===== src/rtl/xsleena_rom_loader.sv =====
// ioctl download writer: decodes the linear download address into ROM regions and strobes the region BRAMs.
// Optional XSLEENA_ROM_LOADER_CHECKSUM_EN adds a 16-bit running sum of written bytes.
module xsleena_rom_loader #(
    parameter int                          NUM_REGIONS = 8,
    parameter logic [NUM_REGIONS*25-1:0]   REGION_BASE = {25'h00E0000, 25'h00C0000, 25'h00A0000, 25'h0080000,
                                                          25'h0060000, 25'h0040000, 25'h0020000, 25'h0000000},
    parameter logic [NUM_REGIONS*5-1:0]    REGION_LOG2 = {8{5'd17}},
    parameter logic [7:0]                  ROM_INDEX   = 8'd0,
    parameter int                          WR_HOLD     = 2
) (
    input  logic                   clk,
    input  logic                   RESETn,
    input  logic                   ioctl_download,
    input  logic [7:0]             ioctl_index,
    input  logic                   ioctl_wr,
    input  logic [24:0]            ioctl_addr,
    input  logic [7:0]             ioctl_dout,
    output logic                   ioctl_wait,
    output logic                   bram_wr,
    output logic [7:0]             bram_data,
    output logic [19:0]            bram_addr,
    output logic [NUM_REGIONS-1:0] bram_cs,
    output logic                   rom_loaded,
`ifdef XSLEENA_ROM_LOADER_CHECKSUM_EN
    output logic [15:0]            checksum,
`endif
    output logic                   overrun
);

    // Handshake: a byte is taken on ioctl_wr only in IDLE of an active session;
    // ioctl_wait is high from the following cycle until the byte is fully written.
    typedef enum logic [2:0] {IDLE, LATCH, DECODE, WRITE, DONE} state_t;

    state_t state, state_d;

    logic                   session;
    logic                   busy;
    logic [24:0]            addr_q;
    logic [7:0]             data_q;
    logic                   hit_q;
    logic [7:0]             hold_cnt;
    logic [25:0]            byte_cnt;

    logic [NUM_REGIONS-1:0] hit_vec;
    logic [NUM_REGIONS-1:0] sel_oh;
    logic [19:0]            sel_off;
    logic                   any_hit;

    assign session    = ioctl_download && (ioctl_index == ROM_INDEX);
    assign busy       = (state == LATCH) || (state == DECODE) || (state == WRITE);
    assign ioctl_wait = busy;

    // 26-bit compare keeps base + size from wrapping past the top of download space.
    always_comb begin
        logic [25:0] base_i;
        logic [25:0] lim_i;
        logic [24:0] diff_i;
        base_i  = '0;
        lim_i   = '0;
        diff_i  = '0;
        hit_vec = '0;
        sel_oh  = '0;
        sel_off = '0;
        any_hit = 1'b0;
        for (int i = 0; i < NUM_REGIONS; i++) begin
            base_i     = {1'b0, REGION_BASE[25*i +: 25]};
            lim_i      = base_i + (26'd1 << REGION_LOG2[5*i +: 5]);
            hit_vec[i] = ({1'b0, addr_q} >= base_i) && ({1'b0, addr_q} < lim_i);
        end
        // Descending scan so the lowest matching index is the one left standing.
        for (int i = NUM_REGIONS - 1; i >= 0; i--) begin
            if (hit_vec[i]) begin
                sel_oh    = '0;
                sel_oh[i] = 1'b1;
                diff_i    = addr_q - REGION_BASE[25*i +: 25];
                sel_off   = diff_i[19:0];
                any_hit   = 1'b1;
            end
        end
    end

    always_ff @(posedge clk or negedge RESETn) begin
        if (!RESETn) state <= IDLE;
        else         state <= state_d;
    end

    always_comb begin
        state_d = state;
        case (state)
            IDLE: begin
                if (!ioctl_download)          state_d = DONE;
                else if (session && ioctl_wr) state_d = LATCH;
            end
            LATCH:  state_d = DECODE;
            DECODE: begin
                if (hit_q)                    state_d = WRITE;
                else                          state_d = ioctl_download ? IDLE : DONE;
            end
            // WRITE spans WR_HOLD cycles: it exits on the first cycle after the strobe dropped.
            WRITE: begin
                if (!bram_wr)                 state_d = ioctl_download ? IDLE : DONE;
            end
            DONE: begin
                if (session)                  state_d = IDLE;
            end
            default:                          state_d = IDLE;
        endcase
    end

    always_ff @(posedge clk or negedge RESETn) begin
        if (!RESETn) begin
            addr_q     <= '0;
            data_q     <= '0;
            hit_q      <= 1'b0;
            hold_cnt   <= '0;
            byte_cnt   <= '0;
            bram_wr    <= 1'b0;
            bram_cs    <= '0;
            bram_addr  <= '0;
            bram_data  <= '0;
            rom_loaded <= 1'b0;
            overrun    <= 1'b0;
`ifdef XSLEENA_ROM_LOADER_CHECKSUM_EN
            checksum   <= '0;
`endif
        end else begin
            if (state == IDLE && state_d == LATCH) begin
                addr_q <= ioctl_addr;
                data_q <= ioctl_dout;
            end

            // Strobe is launched at the end of LATCH so it is visible in the DECODE cycle.
            if (state == LATCH) begin
                hit_q <= any_hit;
                if (any_hit) begin
                    bram_wr   <= 1'b1;
                    bram_cs   <= sel_oh;
                    bram_addr <= sel_off;
                    bram_data <= data_q;
                    hold_cnt  <= 8'(WR_HOLD);
                    byte_cnt  <= byte_cnt + 26'd1;
`ifdef XSLEENA_ROM_LOADER_CHECKSUM_EN
                    checksum  <= checksum + {8'h00, data_q};
`endif
                end
            end else if (bram_wr) begin
                if (hold_cnt == 8'd1) begin
                    bram_wr <= 1'b0;
                    bram_cs <= '0;
                end
                hold_cnt <= hold_cnt - 8'd1;
            end

            if (ioctl_wr && busy) overrun <= 1'b1;

            if (state != DONE && state_d == DONE) rom_loaded <= (byte_cnt != '0);

            if (state == DONE && state_d == IDLE) begin
                rom_loaded <= 1'b0;
                overrun    <= 1'b0;
                byte_cnt   <= '0;
`ifdef XSLEENA_ROM_LOADER_CHECKSUM_EN
                checksum   <= '0;
`endif
            end
        end
    end

endmodule


===== config.mk =====
export PLATFORM = sky130hd
export DESIGN_NAME = xsleena_rom_loader
export DESIGN_NICKNAME = d
export VERILOG_FILES = /design/src/rtl/xsleena_rom_loader.sv
export SDC_FILE = /design/constraint.sdc
export NUM_CORES = 1
export LEC_CHECK = 0
export BUFFER_PORTS_ARGS = -buffer_cell sky130_fd_sc_hd__buf_2
export CAP_MARGIN = 0
export CORE_MARGIN = 4
export CORE_UTILIZATION = 60
export CTS_BUF_LIST = sky130_fd_sc_hd__clkbuf_4
export DETAILED_ROUTE_END_ITERATION = 6
export GPL_TIMING_DRIVEN = 0
export PLACE_DENSITY = 0.84
export RECOVER_POWER = 50
export SETUP_SLACK_MARGIN = 0.05
export SYNTH_ARGS = -nofsm -noshare
export SYNTH_HDL_FRONTEND = slang
export SYNTH_SLANG_ARGS = --single-unit

===== constraint.sdc =====
create_clock -name clk -period 5.25 [get_ports clk]
set_input_delay 0.525 -clock clk [delete_from_list [all_inputs] [get_ports clk]]
set_output_delay 0.525 -clock clk [all_outputs]
set_load 0.01 [all_outputs]

-- Word-level counts from Yosys, hierarchy flattened
Cells that the tools add are included.
- $add $sub $neg: 9
- eq/ne operators: 9
- reductions and logical operators: 29
- $lt $le $gt $ge: 15
- $mul: 0
- bitwise logic cells: 0
- div/mod/pow operators: 0
- shifts and indexed selects: 0
- mux-type cells: 49
- operator list (cell ; count):
    2-to-1 mux 20 bit ; 8
    2-to-1 mux 8 bit ; 15
    >= comparator 25 x 20 -> 1 bit (second input constant) ; 4
    < comparator 25 x 20 -> 1 bit (second input constant) ; 4
    subtractor 20 bit (second input constant) ; 4
    2-to-1 mux 26 bit ; 3
    >= comparator 25 x 19 -> 1 bit (second input constant) ; 2
    < comparator 25 x 19 -> 1 bit (second input constant) ; 2
    subtractor 20 x 19 -> 20 bit (second input constant) ; 2
    adder 26 x 1 -> 26 bit (second input constant) ; 1
    nonzero test 26 bit ; 1
    >= comparator 25 x 18 -> 1 bit (second input constant) ; 1
    < comparator 25 x 18 -> 1 bit (second input constant) ; 1
    < comparator 25 x 21 -> 1 bit (second input constant) ; 1
    subtractor 20 x 18 -> 20 bit (second input constant) ; 1
    2-to-1 mux 3 bit ; 6
    2-to-1 mux 1 bit ; 16
    case mux 3 bit (5 select lines) ; 1
    logical AND 1 bit ; 13
    nonzero test 2 bit ; 6
    equality test 8 x 1 -> 1 bit (second input constant) ; 1
    zero test 8 bit ; 1
    subtractor 8 x 1 -> 8 bit (second input constant) ; 1
    equality test 3 x 1 -> 1 bit (second input constant) ; 2
    8 further kinds ; 14
- flip-flop bits (word level): 110
- RAM bits: 0
- output and inout bits: 40
- memory bits (read-only): 0
- memories kept: 0
- bits in latches: 0
- word-level logic and storage cells: 123

-- Depth between registers and ports, before layout
- depth in word-level cells: 13
- mapped depth: 8

-- Worst setup path after synthesis
OpenSTA, ideal clock, no wires.
- kind: input-to-reg
- start point: input port ioctl_index[2]
- end point: register addr_q[0]
- library setup time: 0.128 ns
- arrival time: 1.823 ns
- slack: 3.300 ns
- data required time: 5.122 ns
- cell stages on the path: 6
- path through: nor4_1 -> nand4b_1 -> nor2_1 -> nand4b_2 -> buf_2 -> mux2_1
- word-level cells in the longest chain between the ends: 8
- elaborated cells on any way between the ends: 9
- those cells by class: eq/ne (1); mux (4); reduce/logical (4)
- ends and longest elaborated chain (what ; RTL line ; source):
    start: declaration ; 14 ; input logic [7:0] ioctl_index,
    zero test 8 bit * ; 49 ; assign session = ioctl_download && (ioctl_index == ROM_INDEX);
    logical AND 1 bit * ; 49 ;
    logical AND 1 bit ; 92 ; else if (session && ioctl_wr) state_d = LATCH;
    2-to-1 mux 3 bit ; 92 ;
    2-to-1 mux 3 bit ; 91 ; if (!ioctl_download) state_d = DONE;
    case mux 3 bit (5 select lines) * ; 89 ; case (state)
    equality test 3 x 1 -> 1 bit * ; 127 ; if (state == IDLE && state_d == LATCH) begin
    logical AND 1 bit * ; 127 ;
    end signal: assignment ; 128 ; addr_q <= ioctl_addr;
    end: declaration ; 38 ; logic [24:0] addr_q;
Mark *: on every way between the ends. The rest lies on a longest branch, timed or not.
A chain may end at the register's enable or synchronous reset.

==> impl_metrics.py <==
metrics = {
    "timing": {
        "max_slew.worst_pin.slew_ns": 2.04,
        "clock-skew-final_ns": 0.0291,
        "setup_total_negative_slack_ns": 0,
        "slew-limit-headroom_pct": -35.8,
        "slew_violations": 36,
        "setup_repair_after_global_routing_missed_its_margin": "no",
        "fmax_mhz": 428,
        "hold_viol": 0,
        "setup_viol": 0,
        "min_period_ns": 2.34,
        "fin_crit_sh_pct": 44.5,
    },
    "placement": {
        "gp_routability_congestion": 0.961,
        "hpwl_microns": 8740,
        "port_buffers": 84,
    },
    "worst_setup_path": {
        "timing.critical_path.required_ns": 5.43,
        "cp_slowest_stage_delay_ns": 1.45,
        "worst_flop_to_flop_path_endpoint": "bram_data[0]",
        "path_depth": 2,
        "criticalPathCategory": "input port to asynchronous set/reset pin",
        "minimum_setup_slack_among_reg_to_reg_paths_ns": 3.00,
        "critical_path_start_type": "input port",
        "critPathSlowestCell": "sky130_fd_sc_hd__clkbuf_1",
        "timing.reg2reg.worst_path_depth": 7,
        "r2r-start": "state[2]",
        "cp_top_family": "buffers and inverters",
        "crit_buf_inv": 2,
        "critical_path_end_type": "asynchronous set/reset pin",
        "worstPathCellList": "dlygate4sd3_1 -> clkbuf_1",
        "cp.arrival_ns": 2.52,
        "crit_path_max_fanout": 36,
    },
    "hold_path": {
        "holdCritStartpoint": "ioctl_addr[0]",
        "timing.hold.worst_endpoint": "addr_q[0]",
        "holdPathStages": 2,
        "worst_hold_path_type": "input port to flop",
    },
    "clock_network": {
        "cts_tree": "yes",
        "tritoncts_sinks": 110,
        "clock_latency_ns": 0.46,
        "htree_num_levels": 3,
        "cts_made_buffers": 9,
        "post_cts_buffers": 0,
        "largest_buffer_count_on_any_clock_path": 2,
        "clock_tree.root_cell": "sky130_fd_sc_hd__clkbuf_4",
        "clkTransAtPathRegs_ns": 0.18,
    },
    "power": {
        "ir_worst_vdd_mv": 0.208,
        "report.power.total_uw": 1570,
        "cellLeakagePower_uw": 0.00297,
        "power-per-cell-area_nw_per_um2": 264,
    },
    "die": {
        "ios": 85,
        "initial_utilization_pct": 62.6,
        "die_width_microns": 102,
        "dieArea_sq_um": 10300,
        "core.rowCount": 33,
        "die-height_microns": 102,
        "total_core_area_sq_um": 8380,
    },
    "detailed_routing": {
        "dr.pass1.iters": 5,
        "post_drt_wl_per_cell_microns": 16.3,
        "detail_route.wirelength_microns": 11800,
        "drt_iter0_drc": 292,
        "route.antenna.remaining_nets": 0,
        "vias": 4109,
        "post_route_drc": 0,
        "drt-vias-per-instance": 5.70,
    },
    "global_routing": {
        "antenna_found_initial": 1,
        "global_route.overflow_total": 0,
        "first_global_vias": 4180,
        "grt_pass1_wl_microns": 19600,
        "grt_max_degree": 76,
        "global_route.usage.total_pct": 24.5,
    },
    "logic_synthesis": {
        "postSynth.topFlopCell": "sky130_fd_sc_hd__dfrtp_1",
        "synth-edff-count": 0,
        "synth_seq_cells": 110,
        "postSynth.asyncResetShare_pct": 100,
        "synthesis.nets": 569,
        "avgSynthCellArea_sq_um": 10.2,
        "synthCells": 513,
        "synth_sequential_area_ratio_pct": 52.4,
        "synth.lib_cells_used.distinct": 60,
        "mappedNetlistArea_sq_um": 5250,
        "synth.yosys.warnings": 0,
    },
    "finish": {
        "mostFrequentLayoutCells": "111 x sky130_fd_sc_hd__nand2_1, 110 x sky130_fd_sc_hd__dfrtp_1, 74 x sky130_fd_sc_hd__buf_2",
        "layout.cells.most_common": "sky130_fd_sc_hd__nand2_1",
        "design.final.nets": 666,
        "drive_gt1_share_pct": 18.4,
        "synthesis_to_layout_area_growth_pct": 13.5,
    },
    "run_status": {
        "run_status": "finished, violations left",
        "failing_checks": "capacitance limit, slew limit",
    },
    "run": {
        "cap_viol_max_count": 1,
    },
}
## synth_stat cells, drive strengths merged (5+ instances only)
cell type	number	area, sq um
nor4	12	87.6
o21ai	19	95.1
nand4	12	90.1
nand2	113	434
nor3	9	72.6
inv	11	41.3
clkbuf	11	41.3
buf	9	51.3
xnor2	9	78.8
and3	9	56.3
a21oi	15	75.1
nor2	43	186
ha	11	138
xor2	17	149
dfrtp	110	2750
a31oi	5	31.3
mux2	33	372
nand3	19	100
## state kept, by name, summed over array words and instances, names as in the netlist
signal	cells
addr_q	25
state	3
rom_loaded	1
hold_cnt	8
bram_wr	1
overrun	1
hit_q	1
byte_cnt	26
bram_cs	8
data_q	8
bram_data	8
bram_addr	20
## cells by family (layout without fill, tap and decap cells)
logic type	Yosys count	after routing	share of synthesized area, %
muxes	35	35	7.46
other	0	1	0
DFF	110	110	52.4
and+or+nand+nor	241	241	23.5
buffers and inverters	31	133	2.55
xor gates and xnor gates	26	26	4.34
adders and majority gates	11	11	2.62
AOI/OAI and AO/OA	59	59	7.08
## cell type report
| type | instances | area, sq um |
|---|---|---|
| plain buffers | 20 | 92.6 |
| well taps | 105 | 131 |
| clock inverters | 6 | 62.6 |
| inverters | 11 | 41.3 |
| diodes | 1 | 2.50 |
| multi-input cells | 372 | 2360 |
| repair buffers | 86 | 435 |
| flip-flops and latches | 110 | 2750 |
| fillers | 652 | 2430 |
| clock buffers | 10 | 75.1 |
## routing by layer
metal	track usage [%]	vias up	wire (microns)
met5	0	-	0
met4	8.38	0	237
met3	6.96	23	949
met2	40.0	149	5660
met1	31.4	1962	4930
li1	-	1975	-
## power breakdown
part / switching (uW) / total, uW / internal [uW]
registers: 63.1 / 968 / 905
logic: 113 / 200 / 86.2
clock network: 290 / 407 / 117
total: 467 / 1570 / 1110
## timing repair
item | 4_1_cts | 5_1_grt
hold endpoints to repair | 2 | 0
resized for setup | 0 | 0
hold buffers | 1 | 0
## through the flow
step | hold slack [ns] | utilization, % | cell area (sq um) | instances | worst slack (ns)
finish | 0.256 | 71.1 | 5960 | 721 | 2.91
global route | 0.206 | 71.1 | 5960 | 721 | 2.45
CTS | 0.231 | 71.3 | 5980 | 720 | 2.99
detailed placement | 0.457 | 69.6 | 5830 | 703 | 2.79
global placement | 0.444 | 69.2 | 5800 | 702 | 2.47
floorplan | 0.229 | - | 5250 | 513 | 3.30
## worst max-delay path by stage
stage	from	endpoint	slack, ns
6_report	RESETn	bram_cs[1]	2.91
5_1_grt	RESETn	byte_cnt[24]	2.45
4_1_cts	state[2]	bram_data[0]	2.99
3_5_place_dp	ioctl_index[2]	addr_q[20]	2.79
3_3_place_gp	RESETn	addr_q[24]	2.47
2_1_floorplan	ioctl_index[2]	addr_q[0]	3.30
No activity file was read; power rests on OpenSTA's default activity.
